===== config.mk =====
export PLATFORM = sky130hd
export DESIGN_NAME = flag_unit
export DESIGN_NICKNAME = d
export VERILOG_FILES = /design/src/rtl/flag_unit_pkg.sv /design/src/rtl/flag_stack.sv /design/src/rtl/flag_unit.sv
export SDC_FILE = /design/constraint.sdc
export NUM_CORES = 1
export LEC_CHECK = 0
export ABC_AREA = 1
export CORE_ASPECT_RATIO = 0.9
export CORE_MARGIN = 4
export CORE_UTILIZATION = 49
export CTS_CLUSTER_SIZE = 24
export DETAILED_ROUTE_END_ITERATION = 10
export GPL_TIMING_DRIVEN = 0
export PLACE_DENSITY = 0.74
export SYNTH_ARGS = -nofsm -noshare
export SYNTH_HDL_FRONTEND = slang
export SYNTH_SLANG_ARGS = --single-unit

===== constraint.sdc =====
create_clock -name clk -period 2.2 [get_ports clk]
set_clock_uncertainty 0.1 [all_clocks]
set_input_delay 0.66 -clock clk [delete_from_list [all_inputs] [get_ports clk]]
set_output_delay 0.66 -clock clk [all_outputs]
set_load 0.01 [all_outputs]

===== src/rtl/flag_unit_pkg.sv =====
// Shared definitions for the flag unit: flag-vector layout, flag-instruction
// and branch-condition encodings, and the condition evaluator.
package flag_unit_pkg;

  typedef logic [3:0] flags_t;

  localparam int unsigned FLAG_C = 0;
  localparam int unsigned FLAG_Z = 1;
  localparam int unsigned FLAG_N = 2;
  localparam int unsigned FLAG_I = 3;

  typedef enum logic [2:0] {
    OP_NONE   = 3'b000,
    OP_SETC   = 3'b001,
    OP_CLRC   = 3'b010,
    OP_SETI   = 3'b011,
    OP_CLRI   = 3'b100,
    OP_CLRERR = 3'b101
  } flag_op_e;

  typedef enum logic [2:0] {
    COND_ALWAYS = 3'b000,
    COND_Z      = 3'b001,
    COND_NZ     = 3'b010,
    COND_C      = 3'b011,
    COND_NC     = 3'b100,
    COND_N      = 3'b101,
    COND_NN     = 3'b110,
    COND_NEVER  = 3'b111
  } cond_e;

  function automatic logic eval_cond(input logic [2:0] sel, input flags_t f);
    logic res;
    res = 1'b0;
    case (sel)
      COND_ALWAYS: res = 1'b1;
      COND_Z:      res = f[FLAG_Z];
      COND_NZ:     res = ~f[FLAG_Z];
      COND_C:      res = f[FLAG_C];
      COND_NC:     res = ~f[FLAG_C];
      COND_N:      res = f[FLAG_N];
      COND_NN:     res = ~f[FLAG_N];
      default:     res = 1'b0;
    endcase
    return res;
  endfunction

endpackage


===== src/rtl/flag_stack.sv =====
// Small LIFO for flag sets saved across interrupts. Callers must not push
// when full or pop when empty; such requests are simply ignored here.
module flag_stack #(
  parameter int DEPTH = 4,
  parameter int WIDTH = 4
) (
  input  logic                         clk,
  input  logic                         rst,
  input  logic                         push,
  input  logic                         pop,
  input  logic [WIDTH-1:0]             din,
  output logic [WIDTH-1:0]             dout,
  output logic [$clog2(DEPTH+1)-1:0]   depth,
  output logic                         full,
  output logic                         empty
);

  localparam int DW = $clog2(DEPTH + 1);

  // Storage is sized to the full index range so the occupancy counter can
  // address it directly; entries at or above DEPTH are never written.
  logic [WIDTH-1:0] mem [1 << DW];
  logic [DW-1:0]    depth_reg;
  logic [DW-1:0]    top_idx;

  assign top_idx = depth_reg - DW'(1);
  assign dout    = mem[top_idx];
  assign full    = (depth_reg == DW'(DEPTH));
  assign empty   = (depth_reg == '0);
  assign depth   = depth_reg;

  always_ff @(posedge clk) begin
    if (push && !full) begin
      mem[depth_reg] <= din;
    end
  end

  always_ff @(posedge clk or negedge rst) begin
    if (!rst) begin
      depth_reg <= '0;
    end else if (push && !full) begin
      depth_reg <= depth_reg + DW'(1);
    end else if (pop && !empty) begin
      depth_reg <= depth_reg - DW'(1);
    end
  end

endmodule


===== src/rtl/flag_unit.sv =====
// CPU status-flag register with interrupt save/restore stack and the
// branch-condition evaluator feeding the control unit.
module flag_unit
  import flag_unit_pkg::*;
#(
  parameter int STACK_DEPTH = 4
) (
  input  logic                               clk,
  input  logic                               rst,
  input  logic                               alu_c,
  input  logic                               alu_z,
  input  logic                               alu_n,
  input  logic                               flag_we,
  input  logic [2:0]                         flag_op,
  input  logic                               irq_entry,
  input  logic                               irq_return,
  input  logic [2:0]                         cond,
  output logic                               c_flag,
  output logic                               z_flag,
  output logic                               n_flag,
  output logic                               i_flag,
  output logic                               cond_true,
  output logic [$clog2(STACK_DEPTH+1)-1:0]   depth,
  output logic                               stack_err
);

  flags_t flags_reg, flags_next, staged, stack_top;
  logic   err_reg, err_next;
  logic   full, empty;
  logic   do_push, do_pop, overflow, underflow;

  assign do_push   = irq_entry & ~full;
  assign overflow  = irq_entry & full;
  assign do_pop    = irq_return & ~irq_entry & ~empty;
  assign underflow = irq_return & ~irq_entry & empty;

  flag_stack #(
    .DEPTH (STACK_DEPTH),
    .WIDTH (4)
  ) u_stack (
    .clk   (clk),
    .rst   (rst),
    .push  (do_push),
    .pop   (do_pop),
    .din   (staged),
    .dout  (stack_top),
    .depth (depth),
    .full  (full),
    .empty (empty)
  );

  // Flags as the retiring instruction would leave them; flag_op is applied
  // after the ALU write so it wins on C.
  always_comb begin
    staged = flags_reg;
    if (flag_we) begin
      staged[FLAG_C] = alu_c;
      staged[FLAG_Z] = alu_z;
      staged[FLAG_N] = alu_n;
    end
    case (flag_op)
      OP_SETC: staged[FLAG_C] = 1'b1;
      OP_CLRC: staged[FLAG_C] = 1'b0;
      OP_SETI: staged[FLAG_I] = 1'b1;
      OP_CLRI: staged[FLAG_I] = 1'b0;
      default: ;
    endcase
  end

  always_comb begin
    flags_next = staged;
    if (irq_entry) begin
      flags_next[FLAG_I] = 1'b0;
    end else if (do_pop) begin
      flags_next = stack_top;
    end
  end

  // A stack fault in the same cycle takes priority over CLRERR.
  always_comb begin
    err_next = err_reg;
    if (overflow || underflow) begin
      err_next = 1'b1;
    end else if (flag_op == OP_CLRERR) begin
      err_next = 1'b0;
    end
  end

  always_ff @(posedge clk or negedge rst) begin
    if (!rst) begin
      flags_reg <= '0;
      err_reg   <= 1'b0;
    end else begin
      flags_reg <= flags_next;
      err_reg   <= err_next;
    end
  end

  assign c_flag    = flags_reg[FLAG_C];
  assign z_flag    = flags_reg[FLAG_Z];
  assign n_flag    = flags_reg[FLAG_N];
  assign i_flag    = flags_reg[FLAG_I];
  assign stack_err = err_reg;
  assign cond_true = eval_cond(cond, flags_reg);

endmodule


# ---- Word level (Yosys, flattened, before mapping)
# Memories as Yosys holds them, arrays and structs flattened.
# Cells that the tools add are included.
dict set report totals {
  elab_cells 51
  romBits 0
  out_inout_bits 9
  register_bits 8
  latchBits 0
  input_bits 14
  n_memories 1
  ramBits 32
}
dict set report classes {
  n_shift 0
  n_reduce_logical 9
  div 0
  multipliers 0
  n_addsub 2
  bitwise_logic 11
  eq_ne 12
  n_mux 13
  order_cmp 0
}
# name words word_bits rd rd_clocked_by_memory_dff wr line
set memory_table {}
lappend memory_table {u_stack.mem 8 4 1 0 1 flag_stack.sv:22} ;# logic [WIDTH-1:0] mem [1 << DW];
# operator count
set ops {}
lappend ops {{== test 3 bit (second input constant)} 6}
lappend ops {{== test 3 x 2 -> 1 bit (second input constant)} 4}
lappend ops {{2-to-1 mux 3 bit} 4}
lappend ops {{case mux 1 bit (7 select lines)} 1}
lappend ops {{== test 3 x 1 -> 1 bit (second input constant)} 2}
lappend ops {{zero test 3 bit} 2}
lappend ops {{inverter 1 bit} 6}
lappend ops {{AND 1 bit} 5}
lappend ops {{2-to-1 mux 1 bit} 5}
lappend ops {{2-to-1 mux 4 bit} 1}
lappend ops {{case mux 1 bit (2 select lines)} 2}
lappend ops {{nonzero test 2 bit} 2}
lappend ops {{adder 3 x 1 -> 3 bit (second input constant)} 1}
lappend ops {{subtractor 3 x 1 -> 3 bit (second input constant)} 1}
lappend ops {{logical AND 1 bit} 2}
lappend ops {{zero test 1 bit} 2}
lappend ops {{logical OR 1 bit} 1}

# ---- Longest topological paths before layout
# Gate-level depths: netlist (run 1).
dict set report logic_depth {
  ltp_word 6
  mapped_depth 12
  depth_no_buf 10
}

# ---- Modules after synthesis
# A second synthesis (run 1) with hierarchy kept.
dict set report hier_totals {
  hier_cells 252
  area_unflattened_um2 2107.0
}
# mod cells_per_inst area_each_um2 instances
set by_module_without_submodules {}
lappend by_module_without_submodules {flag_stack 187 1736.7 1}
lappend by_module_without_submodules {flag_unit 65 370.4 1}

# ---- Least setup slack after synthesis (run 1)
# OpenSTA, ideal clock, no wires.
dict set report synth_path {
  path_type {flip-flop to flip-flop}
  start {reg u_stack.depth_reg[0] (netlist: u_stack.depth[0])}
  end {mem u_stack.mem[1][0], enable pin}
  path_slack_ns 0.203
  setup_time_ns 0.329
  synth_period_minus_slack_ns 1.997
  required_time_ns 1.771
  stages_incl_launch_ff 10
  arrival_ns 1.568
  path_cell_list {dfrtp_1 -> buf_4 -> inv_4 -> buf_6 -> ha_1 -> nand2_1 -> nand2_1 -> inv_2 -> nand2_1 -> nor2_1}
}
dict set report synth_via {
  elab_chain_cells 6
  word_cells_on_any_way 7
}
# element line
set synth_rtl {}
lappend synth_rtl {{from (decl)} flag_stack.sv:23} ;# logic [DW-1:0] depth_reg;
lappend synth_rtl {{from (signal assigned)} flag_stack.sv:42} ;# depth_reg <= depth_reg + DW'(1);
lappend synth_rtl {{from (signal assigned)} flag_stack.sv:44} ;# depth_reg <= depth_reg - DW'(1);
lappend synth_rtl {{== test 3 bit} flag_stack.sv:28} ;# assign full = (depth_reg == DW'(DEPTH));
lappend synth_rtl {{inverter 1 bit} flag_unit.sv:32} ;# assign do_push = irq_entry & ~full;
lappend synth_rtl {{AND 1 bit} flag_unit.sv:32}
lappend synth_rtl {{logical AND 1 bit} flag_stack.sv:33} ;# if (push && !full) begin
lappend synth_rtl {{2-to-1 mux 1 bit} flag_stack.sv:33}
lappend synth_rtl {{2-to-1 mux 1 bit (implied by the code)} flag_stack.sv:34} ;# mem[depth_reg] <= din;
lappend synth_rtl {{to (decl)} flag_stack.sv:22}
# Several ways; a longest one is shown, not always the timed one.

# ---- Worst setup path after layout (run 1)
dict set report layout_path {
  start {in cond[1]}
  end {out cond_true}
}
dict set report layout_via {
  elab_chain_cells 2
  word_cells_on_any_way 8
}
# element line
set layout_rtl {}
lappend layout_rtl {{from (decl)} flag_unit.sv:17} ;# input logic [2:0] cond,
lappend layout_rtl {{== test 3 bit, or another cell as far along} flag_unit_pkg.sv:35} ;# case (sel)
lappend layout_rtl {{case mux 1 bit (7 select lines) (*)} flag_unit_pkg.sv:35}
lappend layout_rtl {{to (decl)} flag_unit.sv:22} ;# output logic cond_true,
# Mark *: on every way between the ends. The rest lies on a longest branch, timed or not.

==> results.cfg, run 1 <==
[run_status]
status = complete, no violations

[grt]
grt_pass1_wl_um = 6200
grt_max_degree = 13
overflow = 0
antenna_found_initial = 0
grtUsageTotal_pct = 17.8
grt_pass1_vias = 1316

[route]
via_per_inst = 5.18
via_count = 1429
drc = 0
wl_per_cell_um = 14.3
dr.pass1.iters = 4
ant_nets = 0
drt_wl_total_um = 3950
first_iter_violations = 99

[final_layout]
antenna_cells = 0
utilization_pct = 63.4
largest_reg_flops = 32
layout-drive-gt1-share_pct = 17.4
final_common_cell = nand2_1
final_nets = 246
final_area_um2 = 2380
final_cell_mix = nand2_1 (51), edfxtp_1 (32), nor2_1 (20)
area_delta_synth_final_pct = 23.7

[worst_setup_path]
crit_fanout = 3
crit_slowest_cell = clkdlybuf4s15_1
path_cells = clkdlybuf4s15_1 -> inv_2 -> a21oi_2 -> o211ai_1 -> o211ai_1 -> buf_2
critPathMaxStageDelay_ns = 0.19
crit_required_ns = 1.44
r2r_cells = 9
critPathCaptureType = output pin
path_class = in2out
rr_startpoint = u_stack.depth[0]
r2r_end = u_stack.mem[6][0]
r2r_slack_ns = 0.10
arrival_ns = 1.36
startpoint_type = primary input
cp_common_cell = o211ai_1

[floorplan]
die_x_um = 74.1
core_area_um2 = 3760
dieArea_um2 = 5000
initial_utilization_pct = 51.2
placementRows = 21
top_level_ports = 23
die_h_um = 67.5

[clock_network]
cts_tree = yes
htreeDepth = 2
path_clk_slew_ns = 0.07
numCtsBuffers = 5
post_cts_buffers = 0
insertion_delay_ns = 0.29
cts_buffer_depth = 2
cts_root_buffer = clkbuf_8
cts.sinks = 40

[pwr]
power_density_nw_per_um2 = 1350
clkPwrFrac_pct = 18.0
pwr-share-seq_pct = 34.6
intPower_uw = 1940
swShare_pct = 39.8
p_leak_uw = 0.000943
comb_power_share_pct = 47.4
vdd_drop_max_mv = 0.738
switchingPower_uw = 1280

[placement]
hpwl_um = 2790
port_buffers = 22
placed_area_um2 = 2200
place_congestion = 0.873
pre_cts_slack_ns = -0.672

[worst_hold_path]
hold-path-endpoint = stack_err
min_from = stack_err
min_path_type = reg2reg
holdPathStages = 2

[timing]
relSlewSlack_pct = 75.6
hold_viol = 0
min_period_ns = 2.12
tightest_slew_ns = 0.365
setup_viol = 0
timing.final.ws_setup_ns = 0.0758
tns_ns = 0
period_share_pct = 96.6
drv_slew = 0
timing.fmax_mhz = 471

[logic_synthesis]
ys_seq_elements = 40
synth_warnings = 0
syn_area_per_cell_um2 = 9.62
synth_nets = 217
synth_area_um2 = 1920
synth_seq_area_share_pct = 60.3
syn_inst = 200
ys_types = 23

[job]
drv_cap = 0
## cells in the mapped netlist, drive strengths merged
library cell,count,share of area (%)
a21oi,6,1.8
o211ai,3,1.2
xor2,1,0.46
ha,3,2.0
o221ai,1,0.46
nand2,54,11
nor2,31,6.4
buf,4,2.0
o21ai,14,3.6
clkinv,1,0.26
o21bai,2,0.78
dfrtp,8,10
nand3,20,5.9
edfxtp,32,50
inv,20,4.0
## power by group through the flow
stage               logic [uW]  clock network [uW]  registers, uW
finish                    1530                 580           1120
global route              1680                 638           1130
CTS                       1420                 590           1110
detailed placement        1400                   0           1130
global placement          1400                   0           1130
floorplan                  917                   0           1140
## cells by family after synthesis
logic type,share of synthesized area [%]
simple gates,23.2
flops,60.3
compound gates,7.80
buf+inv,6.24
fa+ha+maj,1.95
xor+xnor,0.455
## stage by stage
step	instances	power (uW)	hold WS (ns)
after global routing	276	3450	0.424
after CTS	276	3120	0.399
after detailed placement	268	2530	0.380
after floorplan	200	2060	0.264
after global placement	268	2520	0.384
final	276	3220	0.393
## cell type report
class                           count  area [um2]
Fill cell                         300        1380
Sequential cell                    40        1160
Multi-Input combinational cell    135         719
Timing Repair Buffer               22         210
Inverter                           21        82.6
Clock buffer                        6        72.6
Tap cell                           46        57.6
Buffer                              4        41.3
Clock inverter                      2        35.0
## worst max-delay path, delay by kind of cell
family,cells,cell delay [ns]
buffers and inverters,3,0.39
AO/OA/AOI/OAI,3,0.29
## how the worst max path moves through the flow
stage	start	slack [ns]	to
finish	cond[1]	0.08	cond_true
global route	u_stack.depth[0]	-0.002	u_stack.mem[5][2]
floorplan	u_stack.depth[0]	0.20	u_stack.mem[1][0]
CTS	u_stack.depth[0]	-0.08	u_stack.mem[1][0]
detailed placement	cond[0]	-0.67	cond_true
global placement	cond[0]	-0.64	cond_true
## per-layer routing
layer	GRT usage, %	wire [um]	vias to the layer above
li1	-	-	724
met1	23.2	1730	652
met2	27.3	1800	42
met3	3.27	298	11
met4	11.1	113	0
met5	0	0	-
## what timing repair did
item | in CTS | in global routing
pin swaps | 2 | 1
resized for setup | 12 | 26
hold buffers | 0 | 0
setup endpoints to repair | 33 | 38
(Power assumes the default switching activity.)
==> inputs of run 2 (changes only) <==
CORE_MARGIN = 8   (was 4)
==> run 2 against run 1 <==
Net effect:
- power rose by 0.72%
- register-to-register slack better by 0.02 ns
- first-iteration DRC count is 12% lower
- sequential cell count is the same
- sequential power about the same
- via count rose by 1.8%
- sequential share of layout area down 0.15 points
- global-route usage down 3.9 points
- cell count grew 0.36%
- worst setup slack got worse by 0.024 ns
- highest routed layer unchanged
==> results.cfg, run 2 (synthesis results as in run 1) <==
[route]
first_iter_violations = 87
dr.pass1.iters = 4
drc = 0
drt_wl_total_um = 4070
wl_per_cell_um = 14.7
via_per_inst = 5.25
ant_nets = 0
via_count = 1455

[clock_network]
cts_tree = yes
path_clk_slew_ns = 0.07
cts_buffer_depth = 2
cts.sinks = 40
numCtsBuffers = 5
hold_buffers = 0
htreeDepth = 2
insertion_delay_ns = 0.29
cts_root_buffer = clkbuf_8

[timing]
drv_slew = 0
rsz0062_at_grt = no
period_share_pct = 97.7
relSlewSlack_pct = 75.5
tightest_slew_ns = 0.366
hold_viol = 0
setup_viol = 0
min_period_ns = 2.15
timing.fmax_mhz = 465
tns_ns = 0

[floorplan]
die_x_um = 82.1
top_level_ports = 23
core_area_um2 = 3730
initial_utilization_pct = 51.6
placementRows = 21
dieArea_um2 = 6190
die_h_um = 75.5

[grt]
grt_busiest_layer = met2
overflow = 0
use_met2_pct = 21.5
grt_pass1_wl_um = 6200
grtUsageTotal_pct = 13.9
grt_pass1_vias = 1285
antenna_found_initial = 0
grtUsageMet3_pct = 4.83
grt_max_degree = 13
grt.met1_usage_pct = 17.0

[final_layout]
area_delta_synth_final_pct = 24.1
nFillCells = 298
antenna_cells = 0
fin_cells = 277
multiInputGateArea_um2 = 721
final_nets = 247
largest_reg_flops = 32
final_cell_mix = nand2_1 (51), edfxtp_1 (32), nor2_1 (22)
final_common_cell = nand2_1
regArea_um2 = 1160
layout-drive-gt1-share_pct = 16.0

[worst_setup_path]
path_class = in2out
critPathCaptureType = output pin
rr_startpoint = u_stack.depth[0]
crit_required_ns = 1.44
crit_fanout = 2
cp-startpoint = cond[2]
startpoint_type = primary input
arrival_ns = 1.39

[placement]
port_buffers = 22
dp.cells = 268
place_congestion = 0.905
hpwl_um = 2860

[run_status]
status = complete, no violations

[pwr]
p_leak_uw = 0.000961
power_uw = 3250
vdd_drop_max_mv = 0.753
power_density_nw_per_um2 = 1360

[worst_hold_path]
min_from = stack_err
min_path_type = reg2reg

[job]
drv_cap = 0
## run 2: changes by cell type in the layout (fill, tap and decap cells not counted), sizes merged
cell | before | now
clkdlybuf4s15 | 2 | 1
dlygate4sd2 | 0 | 1
buf | 5 | 6
## run 2: final cells by class
type / instances / share of cell area (%)
Timing Repair Buffer: 23 / 9.06
Inverter: 21 / 3.46
Buffer: 4 / 1.73
Clock inverter: 2 / 1.47
Sequential cell: 40 / 48.7
Clock buffer: 6 / 3.04
Tap cell: 46 / 2.41
Multi-Input combinational cell: 135 / 30.2
## run 2: power by group
part	leakage, uW	total (uW)	switching (uW)	internal [uW]
combinational	0.000522	1550	962	589
clock	0.0000552	581	245	336
sequential	0.000383	1110	87.2	1030
total	0.000961	3250	1290	1950
## run 2: path summary, 6_finish.rpt
path / endpoint / slack [ns] / depth (start not counted)
worst max-delay path: cond_true / 0.05 / 6
worst min-delay path: stack_err / 0.40 / 2
worst max register to register: flags_reg[2] / 0.12 / 11
worst min register to register: stack_err / 0.40 / 2
max in group asynchronous: u_stack.depth[2] / 1.18 / 1
min in group asynchronous: flags_reg[3] / 0.54 / 1
## run 2: through the flow
step	hold WS, ns	util [%]	setup WS [ns]	area [um2]
finish	0.397	64.0	0.0515	2390
floorplan	0.264	-	0.203	1920
global route	0.441	64.0	0.000342	2390
CTS	0.400	61.9	-0.0696	2310
global placement	0.385	59.0	-0.656	2200
detailed placement	0.382	59.0	-0.666	2200
## run 2: timing repair
action,in CTS,in global routing
hold endpoints to repair,0,0
gates resized for setup,13,22
setup buffers,0,1
setup endpoints to repair,33,36
pin swaps,3,3
## run 2: critical path, cell delays in order
cell and delay (ns):
dlygate4sd2_1 0.21, inv_1 0.05, a21oi_1 0.11, o211ai_1 0.10
o211ai_1 0.10, buf_2 0.16
## run 2: routing by layer
layer | up-vias | routed length [um]
li1 | 729 | -
met1 | 677 | 1810
met2 | 41 | 1870
met3 | 8 | 297
met4 | 0 | 80
met5 | - | 0
==> inputs of run 3 (changes only) <==
GPL_TIMING_DRIVEN = 1   (was 0)
==> run 3 against run 2 <==
Net effect:
- die area did not move
- sequential cell count is the same
- hold slack improved by 0.013 ns
- sequential power about the same
- final area fell by 2.8%
- maximum frequency up 0.12%
- first-iteration DRC count shrank 3.4%
- cell count rose by 2.5%
- clock-buffer cell count rose by 1
- via count decreased by 1.2%
- combinational power down 9.7%
- largest power group unchanged
==> results.cfg, run 3 (synthesis results as in run 1) <==
[route]
via_per_inst = 5.06
dr.pass1.iters = 4
wl_per_cell_um = 14.3
drt_wl_total_um = 4050
ant_nets = 0
via_count = 1438
first_iter_violations = 84
drc = 0

[worst_setup_path]
crit_fanout = 8
r2r_end = u_stack.mem[6][3]
path_cells = clkdlybuf4s50_1
critPathMaxStageDelay_ns = 0.60
crit_slowest_cell = clkdlybuf4s50_1
startpoint_type = flop
crit_required_ns = 1.44
critPathCaptureType = output pin
rr_startpoint = u_stack.depth[1]
arrival_ns = 1.39
crit_family = buffers and inverters
path_class = reg2out
r2r_cells = 7
timing.critical_path.buf_inv = 1
r2r_slack_ns = 0.23

[final_layout]
final_common_cell = nand2_1
final_nets = 254
fin_cells = 284
layout-drive-gt1-share_pct = 14.7
final_cell_mix = nand2_1 (53), edfxtp_1 (32), nor2_1 (30)
largest_reg_flops = 32
antenna_cells = 0
area_delta_synth_final_pct = 20.7

[timing]
timing.fmax_mhz = 466
period_share_pct = 97.5
rsz0062_at_grt = no
relSlewSlack_pct = 74.9
setup_viol = 0
hold_viol = 0
timing.final.ws_setup_ns = 0.0540
min_period_ns = 2.15
drv_slew = 0
tightest_slew_ns = 0.375

[worst_hold_path]
min_from = stack_err
min_path_type = reg2reg
holdPathStages = 2
hold-path-endpoint = stack_err

[placement]
place_congestion = 0.891
dp.cells = 276
port_buffers = 22
pre_cts_slack_ns = -0.677
hpwl_um = 2970

[floorplan]
core_area_um2 = 3730
die_x_um = 82.1
placementRows = 21
initial_utilization_pct = 51.6
top_level_ports = 23
dieArea_um2 = 6190
die_h_um = 75.5

[pwr]
vdd_drop_max_mv = 0.839
power_density_nw_per_um2 = 1280
power_uw = 2980
p_leak_uw = 0.000967

[clock_network]
hold_buffers = 0
cts.sinks = 40
htreeDepth = 2
numCtsBuffers = 5
path_clk_slew_ns = 0.07
cts_root_buffer = clkbuf_8
cts_tree = yes
cts_buffer_depth = 2
insertion_delay_ns = 0.28

[grt]
grt_pass1_wl_um = 6570
grtUsageTotal_pct = 14.2
grt_pass1_vias = 1377
antenna_found_initial = 0
grt_max_degree = 19
overflow = 0

[run_status]
status = complete, no violations

[job]
drv_cap = 0
## run 3: cell count changes in the layout (fill, tap and decap cells not counted), sizes merged
cell           previous run  this run
buf                       6        13
clkbuf                    7        10
bufinv                    1         0
clkdlybuf4s15             1         0
dlygate4sd2               1         0
## run 3: through the flow
stage / area (um2) / hold slack [ns] / TNS [ns] / util, %
after CTS: 2330 / 0.414 / 0 / 62.5
after floorplan: 1920 / 0.264 / 0 / -
after detailed placement: 2250 / 0.388 / -0.677 / 60.4
after global routing: 2320 / 0.433 / 0 / 62.2
after global placement: 2250 / 0.386 / -0.603 / 60.4
final: 2320 / 0.409 / 0 / 62.2
## run 3: routing by layer
| metal | vias up | track usage [%] | wire, um |
|---|---|---|---|
| li1 | 736 | - | - |
| met1 | 654 | 17.9 | 1910 |
| met2 | 42 | 22.6 | 1800 |
| met3 | 6 | 4.60 | 275 |
| met4 | 0 | 4.86 | 58 |
| met5 | - | 0 | 0 |
## run 3: worst max path at each step
stage                     startpoint  depth (start not counted)  slack (ns)                 to
finish              u_stack.depth[2]                          1        0.05           depth[2]
CTS                          cond[1]                          6        0.02          cond_true
floorplan           u_stack.depth[0]                          9        0.20  u_stack.mem[1][0]
detailed placement           cond[1]                          6       -0.68          cond_true
global placement             cond[1]                          6       -0.60          cond_true
global route        u_stack.depth[2]                          1        0.01           depth[2]
## run 3: where the power goes
| group | leakage, uW | switching, uW | internal (uW) |
|---|---|---|---|
| clock | 0.0000399 | 230 | 221 |
| sequential | 0.000384 | 100 | 1030 |
| combinational | 0.000543 | 854 | 547 |
| total | 0.000967 | 1180 | 1790 |
## run 3: worst min-delay path: stages, from the launching register on
cell and delay (ns):
dfrtp_1 0.35, nand2_1 0.06, o221ai_1 0.06
## run 3: final cells by class
type / instances / area, um2
fillers: 345 / 1410
flip-flops and latches: 40 / 1160
clock buffers: 7 / 76.3
repair buffers: 34 / 290
inverters: 21 / 82.6
multi-input cells: 135 / 651
well taps: 46 / 57.6
clock inverters: 1 / 3.75
## run 3: repair_timing
| action | CTS | global route |
|---|---|---|
| pin swaps | 4 | 4 |
| gates resized for setup | 12 | 6 |
| endpoints found under the setup margin | 1 | 1 |
| setup buffers | 0 | 0 |
